$ cat src/rtl/step_counter_pkg.sv
// Shared constants for the step counter: the two bound-handling modes.
package step_counter_pkg;
  localparam logic MODE_WRAP = 1'b0;
  localparam logic MODE_SAT  = 1'b1;
endpackage

$ cat src/rtl/step_counter_if.sv
// Control/status bundle of the step counter; suffixes are from the counter's point of view.
interface step_counter_if #(
  parameter int WIDTH = 3
);
  logic             en_i;
  logic             up_i;
  logic             mode_i;
  logic [WIDTH-1:0] step_i;
  logic [WIDTH-1:0] limit_i;
  logic             load_i;
  logic [WIDTH-1:0] load_val_i;
  logic [WIDTH-1:0] out_o;
  logic             wrap_pulse_o;
  logic             at_bound_o;

  modport master (
    output en_i, up_i, mode_i, step_i, limit_i, load_i, load_val_i,
    input  out_o, wrap_pulse_o, at_bound_o
  );

  modport slave (
    input  en_i, up_i, mode_i, step_i, limit_i, load_i, load_val_i,
    output out_o, wrap_pulse_o, at_bound_o
  );
endinterface

$ cat src/rtl/step_counter_next.sv
// Combinational next-count and wrap/saturate-event decode for one enabled step.
module step_counter_next
  import step_counter_pkg::*;
#(
  parameter int WIDTH = 3
) (
  input  logic [WIDTH-1:0] out_i,
  input  logic [WIDTH-1:0] step_i,
  input  logic [WIDTH-1:0] limit_i,
  input  logic             up_i,
  input  logic             mode_i,
  output logic [WIDTH-1:0] nxt_o,
  output logic             wrap_evt_o
);
  // One extra bit so out+step can be compared to limit without overflowing.
  logic [WIDTH:0] sum;
  assign sum = {1'b0, out_i} + {1'b0, step_i};

  always_comb begin
    nxt_o      = out_i;
    wrap_evt_o = 1'b0;
    if (up_i) begin
      if (out_i >= limit_i) begin
        if (mode_i == MODE_WRAP) begin
          nxt_o      = '0;
          wrap_evt_o = 1'b1;
        end else begin
          // Saturating: only a count pulled down onto the limit signals the hit.
          nxt_o      = limit_i;
          wrap_evt_o = (out_i != limit_i);
        end
      end else if (sum > {1'b0, limit_i}) begin
        nxt_o = limit_i;
      end else begin
        nxt_o = sum[WIDTH-1:0];
      end
    end else begin
      if (out_i == '0) begin
        if (mode_i == MODE_WRAP) begin
          nxt_o      = limit_i;
          wrap_evt_o = 1'b1;
        end
      end else if (out_i < step_i) begin
        nxt_o = '0;
      end else begin
        nxt_o = out_i - step_i;
      end
    end
  end
endmodule

$ cat src/rtl/step_counter.sv
// Up/down counter stepping by a run-time amount between 0 and a run-time limit,
// with load, enable, registered wrap pulse and combinational bound flag.
module step_counter
  import step_counter_pkg::*;
#(
  parameter int WIDTH = 3
) (
  input logic          clk,
  input logic          rst,
  step_counter_if.slave bus
);
  logic [WIDTH-1:0] out_q, out_d;
  logic             wrap_q, wrap_d;
  logic [WIDTH-1:0] step_nxt;
  logic             step_evt;

  step_counter_next #(.WIDTH(WIDTH)) u_next (
    .out_i      (out_q),
    .step_i     (bus.step_i),
    .limit_i    (bus.limit_i),
    .up_i       (bus.up_i),
    .mode_i     (bus.mode_i),
    .nxt_o      (step_nxt),
    .wrap_evt_o (step_evt)
  );

  // Load beats enable; an idle cycle holds the count and drops the pulse.
  always_comb begin
    out_d  = out_q;
    wrap_d = 1'b0;
    if (bus.load_i) begin
      out_d = bus.load_val_i;
    end else if (bus.en_i) begin
      out_d  = step_nxt;
      wrap_d = step_evt;
    end
  end

  always_ff @(posedge clk or posedge rst) begin
    if (rst) begin
      out_q  <= '0;
      wrap_q <= 1'b0;
    end else begin
      out_q  <= out_d;
      wrap_q <= wrap_d;
    end
  end

  assign bus.out_o        = out_q;
  assign bus.wrap_pulse_o = wrap_q;
  assign bus.at_bound_o   = (bus.up_i & (out_q >= bus.limit_i)) | (~bus.up_i & (out_q == '0));
endmodule

$ cat src/flat_wrapper.sv
// flat-port wrapper written by rule: the top's interface ports become plain ports
module step_counter_flat import step_counter_pkg::*;
#(
  parameter int WIDTH = 3
)
  (clk, rst, bus_en_i, bus_up_i, bus_mode_i, bus_step_i, bus_limit_i, bus_load_i, bus_load_val_i, bus_out_o, bus_wrap_pulse_o, bus_at_bound_o);
  step_counter_if #(.WIDTH(WIDTH)) bus_i ();
  input logic clk;
  input logic rst;
  input wire logic [$bits(bus_i.en_i)-1:0] bus_en_i;
  input wire logic [$bits(bus_i.up_i)-1:0] bus_up_i;
  input wire logic [$bits(bus_i.mode_i)-1:0] bus_mode_i;
  input wire logic [$bits(bus_i.step_i)-1:0] bus_step_i;
  input wire logic [$bits(bus_i.limit_i)-1:0] bus_limit_i;
  input wire logic [$bits(bus_i.load_i)-1:0] bus_load_i;
  input wire logic [$bits(bus_i.load_val_i)-1:0] bus_load_val_i;
  output wire logic [$bits(bus_i.out_o)-1:0] bus_out_o;
  output wire logic [$bits(bus_i.wrap_pulse_o)-1:0] bus_wrap_pulse_o;
  output wire logic [$bits(bus_i.at_bound_o)-1:0] bus_at_bound_o;
  assign bus_i.en_i = bus_en_i;
  assign bus_i.up_i = bus_up_i;
  assign bus_i.mode_i = bus_mode_i;
  assign bus_i.step_i = bus_step_i;
  assign bus_i.limit_i = bus_limit_i;
  assign bus_i.load_i = bus_load_i;
  assign bus_i.load_val_i = bus_load_val_i;
  assign bus_out_o = bus_i.out_o;
  assign bus_wrap_pulse_o = bus_i.wrap_pulse_o;
  assign bus_at_bound_o = bus_i.at_bound_o;
  step_counter #(.WIDTH(WIDTH)) u_core (.clk(clk), .rst(rst), .bus(bus_i));
endmodule
$ cat config.mk
export PLATFORM = sky130hd
export DESIGN_NAME = step_counter_flat
export DESIGN_NICKNAME = d
export VERILOG_FILES = /design/src/rtl/step_counter_pkg.sv /design/src/rtl/step_counter_if.sv /design/src/rtl/step_counter_next.sv /design/src/rtl/step_counter.sv /design/src/flat_wrapper.sv
export SDC_FILE = /design/constraint.sdc
export NUM_CORES = 1
export LEC_CHECK = 0
export ABC_AREA = 1
export CORE_MARGIN = 2
export CORE_UTILIZATION = 30
export CTS_CLUSTER_SIZE = 14
export DETAILED_ROUTE_END_ITERATION = 6
export PLACE_DENSITY = 0.54
export SLEW_MARGIN = 20
export SYNTH_ARGS = -nofsm -noshare
export SYNTH_HDL_FRONTEND = slang
export SYNTH_SLANG_ARGS = --single-unit
$ cat constraint.sdc
create_clock -name clk -period 3.47 [get_ports clk]
set_input_delay 0.8675 -clock clk [delete_from_list [all_inputs] [get_ports clk]]
set_output_delay 0.8675 -clock clk [all_outputs]
set_load 0.01 [all_outputs]
==> load_flow_metrics.sql <==
INSERT INTO impl_metrics (metric_group, metric, value, unit) VALUES
('power_and_ir_drop', 'fin_total_pwr', '419', 'uW'),
('place', 'gp_congestion', '0.797', ''),
('die', 'core_area', '0.00241', 'sq mm'),
('finish', 'finalNetCount', '178', ''),
('power_and_ir_drop', 'ratio_of_total_power_to_cell_area', '395', 'mW/mm^2'),
('finish', 'antenna-diode-count', '0', ''),
('global_routing', 'grt-ovfl-total', '0', ''),
('finish', 'instances_no_fill', '177', ''),
('finish', 'drive_gt1_share', '19.0', '%'),
('logic_synthesis', 'synth_seq_cells', '4', ''),
('die', 'chipHeight', '53.8', 'um'),
('worst_setup_path', 'worst-path-max-fanout', '3', ''),
('logic_synthesis', 'synth_cell_types', '22', ''),
('worst_setup_path', 'path_buf_inv', '3', ''),
('clock_network', 'numClockSinks', '4', ''),
('worst_setup_path', 'crit_path_cell_trace', 'clkdlybuf4s50_1 > inv_1 > ha_1 > nand2_1 > o21ai_1 > nor2_4 > o21ai_1 > dlygate4sd2_1', ''),
('clock_network', 'ctsLongestPathBuffers', '2', ''),
('route', 'detail_route.drc_violations', '0', ''),
('timing', 'final-hold-violation-count', '0', ''),
('timing', 'final.min_clock_period', '3.31', 'ns'),
('finish', 'area_growth', '42.5', '%'),
('logic_synthesis', 'yosysWarnings', '0', ''),
('worst_setup_path', 'class_of_the_most_critical_setup_path', 'primary input to output pin', ''),
('route', 'detail_route.wl_per_cell', '10.4', 'um'),
('logic_synthesis', 'yosysTopAreaCell', 'ha_1', ''),
('logic_synthesis', 'yosysTopAreaCellShare', '20.2', '%'),
('clock_network', 'h-tree-depth', '1', ''),
('place', 'post-place-cells', '174', ''),
('global_routing', 'grt_pass1_wl', '2880', 'um'),
('global_routing', 'grt.total_usage', '13.5', '%'),
('timing', 'relSlewSlack', '82.3', '%'),
('clock_network', 'cts-root-buf', 'clkbuf_4', ''),
('logic_synthesis', 'mappedNetlistArea', '744', 'sq um'),
('timing', 'accumulated_negative_setup_slack', '0', 'ns'),
('power_and_ir_drop', 'power.ir.vdd_worst', '0.220', 'mV'),
('route', 'postRouteWirelength', '1830', 'um'),
('status', 'run_status', 'completed', ''),
('route', 'drt-initial-drc-count', '10', ''),
('clock_network', 'insertion_delay_of_the_later_clocked_pin_in_the_worst_skew_pair', '0.24', 'ns'),
('job', 'cap_violations', '0', ''),
('finish', 'final_area', '0.00106', 'sq mm'),
('power_and_ir_drop', 'leakagePower', '0.575', 'nW'),
('min_path', 'hold_path_startpoint', 'u_core.bus.out_o[0]$_DFFE_PP0P_', ''),
('die', 'floorplan.io_pins', '20', ''),
('timing', 'fin_ws', '0.160', 'ns'),
('route', 'drtPass1Iterations', '4', ''),
('timing', 'fmax', '302', 'MHz'),
('timing', 'fin_worst_skew', '0.00143', 'ns'),
('route', 'antenna_violating_nets_post_route', '0', ''),
('route', 'avgViaCountPerCell', '4.54', ''),
('timing', 'tightest_slew', '0.265', 'ns'),
('timing', 'period_utilization_post_route', '95.4', '%'),
('min_path', 'holdPathEnd', 'u_core.bus.out_o[0]$_DFFE_PP0P_', ''),
('worst_setup_path', 'r2r_slack', '1.04', 'ns'),
('logic_synthesis', 'synth-seq-area-share', '13.4', '%'),
('route', 'via_count', '804', ''),
('min_path', 'worst_hold_path.num_cells', '2', ''),
('global_routing', 'largest_net_degree_at_the_start_of_global_routing', '8', ''),
('global_routing', 'first_global_vias', '733', ''),
('worst_setup_path', 'worst-r2r-cell-count', '12', ''),
('worst_setup_path', 'cp_slowest_cell', 'clkdlybuf4s50_1', ''),
('worst_setup_path', 'worst_path_most_repeated_cell', 'o21ai_1', ''),
('die', 'design.die.area', '0.00290', 'sq mm'),
('logic_synthesis', 'synthesis.area_per_instance', '6.42', 'sq um'),
('die', 'floorplan.die.width', '53.8', 'um'),
('worst_setup_path', 'critical_path.reg2reg.startpoint', 'u_core.bus.out_o[0]$_DFFE_PP0P_', ''),
('clock_network', 'cts_inserted_buffers', '3', ''),
('place', 'port_buffers', '19', ''),
('worst_setup_path', 'max_stage_delay', '0.47', 'ns'),
('finish', 'layout_common_cells', 'nand2_1, clkdlybuf4s50_1, inv_1, ha_1', ''),
('logic_synthesis', 'synth.top_cells.by_area', 'ha_1, nand2_1, dfrtp_1, inv_1, nand3_1', '');
-- through the flow --
stage,hold slack (ns),util [%]
after global routing,0.681,44.0
after floorplan,0.591,-
final,0.620,44.0
after detailed placement,0.612,43.1
after global placement,0.619,43.1
after CTS,0.620,44.0
-- cells by family after synthesis --
| group | synth area share [%] |
|---|---|
| XOR/XNOR | 2.35 |
| AND/OR/NAND/NOR | 37.6 |
| AO/OA/AOI/OAI | 9.41 |
| buffers and inverters | 11.6 |
| flip-flops | 13.4 |
| adder cells (fa/ha/maj) | 25.5 |
-- registers in the layout, indices dropped and copies added (netlist names) --
register,flops
u_core.bus.out_o,3
u_core.bus.wrap_pulse_o,1
-- routing by layer --
metal,vias to the layer above,GRT usage [%],share of wire [%]
li1,423,-,-
met1,366,16.6,45
met2,15,24.8,51
met3,0,2.50,4.3
met4,0,1.28,0
met5,-,0,0
-- report_power, final --
group | internal (mW) | switching [mW] | total, mW
Sequential | 0.0543 | 0.0111 | 0.0653
Clock | 0.0386 | 0.0185 | 0.0572
Combinational | 0.136 | 0.161 | 0.297
Total | 0.229 | 0.191 | 0.419
-- area by class of cell --
class	count	area (sq um)
Fill cell	258	1350
Multi-Input combinational cell	89	558
Timing Repair Buffer	28	256
Sequential cell	4	100
Inverter	23	86.3
Tap cell	30	37.5
Clock buffer	3	22.5
-- synth_stat cells, drive strengths merged --
master and number:
xnor2 1, o21ai 7, nor2 13, dfrtp 4
ha 12, xor2 1, o21bai 1, nand2 34
inv 23, nand3 11, fa 2, and2 1
nor3 2, a21oi 4
-- worst max-delay path by stage --
stage                               from                              end  slack (ns)  cells past startpoint
after floorplan            bus_step_i[0]  u_core.bus.out_o[1]$_DFFE_PP0P_        0.85                     14
after detailed placement  bus_limit_i[2]                   bus_at_bound_o       -0.13                      8
after global routing      bus_limit_i[2]                   bus_at_bound_o        0.06                      8
after CTS                 bus_limit_i[2]                   bus_at_bound_o        0.15                      8
final                     bus_limit_i[2]                   bus_at_bound_o        0.16                      8
after global placement    bus_limit_i[2]                   bus_at_bound_o       -0.11                      8
-- worst reg2reg max path: stages (launching register included) --
cell and delay (ns):
dfrtp_1 0.44, ha_1 0.26, fa_1 0.37, xor2_1 0.21, inv_1 0.07, ha_1 0.29, nand3_1 0.12, nand2_4 0.12
a21oi_1 0.07, o21ai_1 0.18, nand2_1 0.08, nand2_1 0.06, nand2_1 0.05
-- what timing repair did --
item	in CTS	in global routing
hold buffers	0	0
buffers inserted	0	0
endpoints found under the setup margin	1	0
resized for setup	1	0
Note: power is estimated with default switching activity, not from simulation.
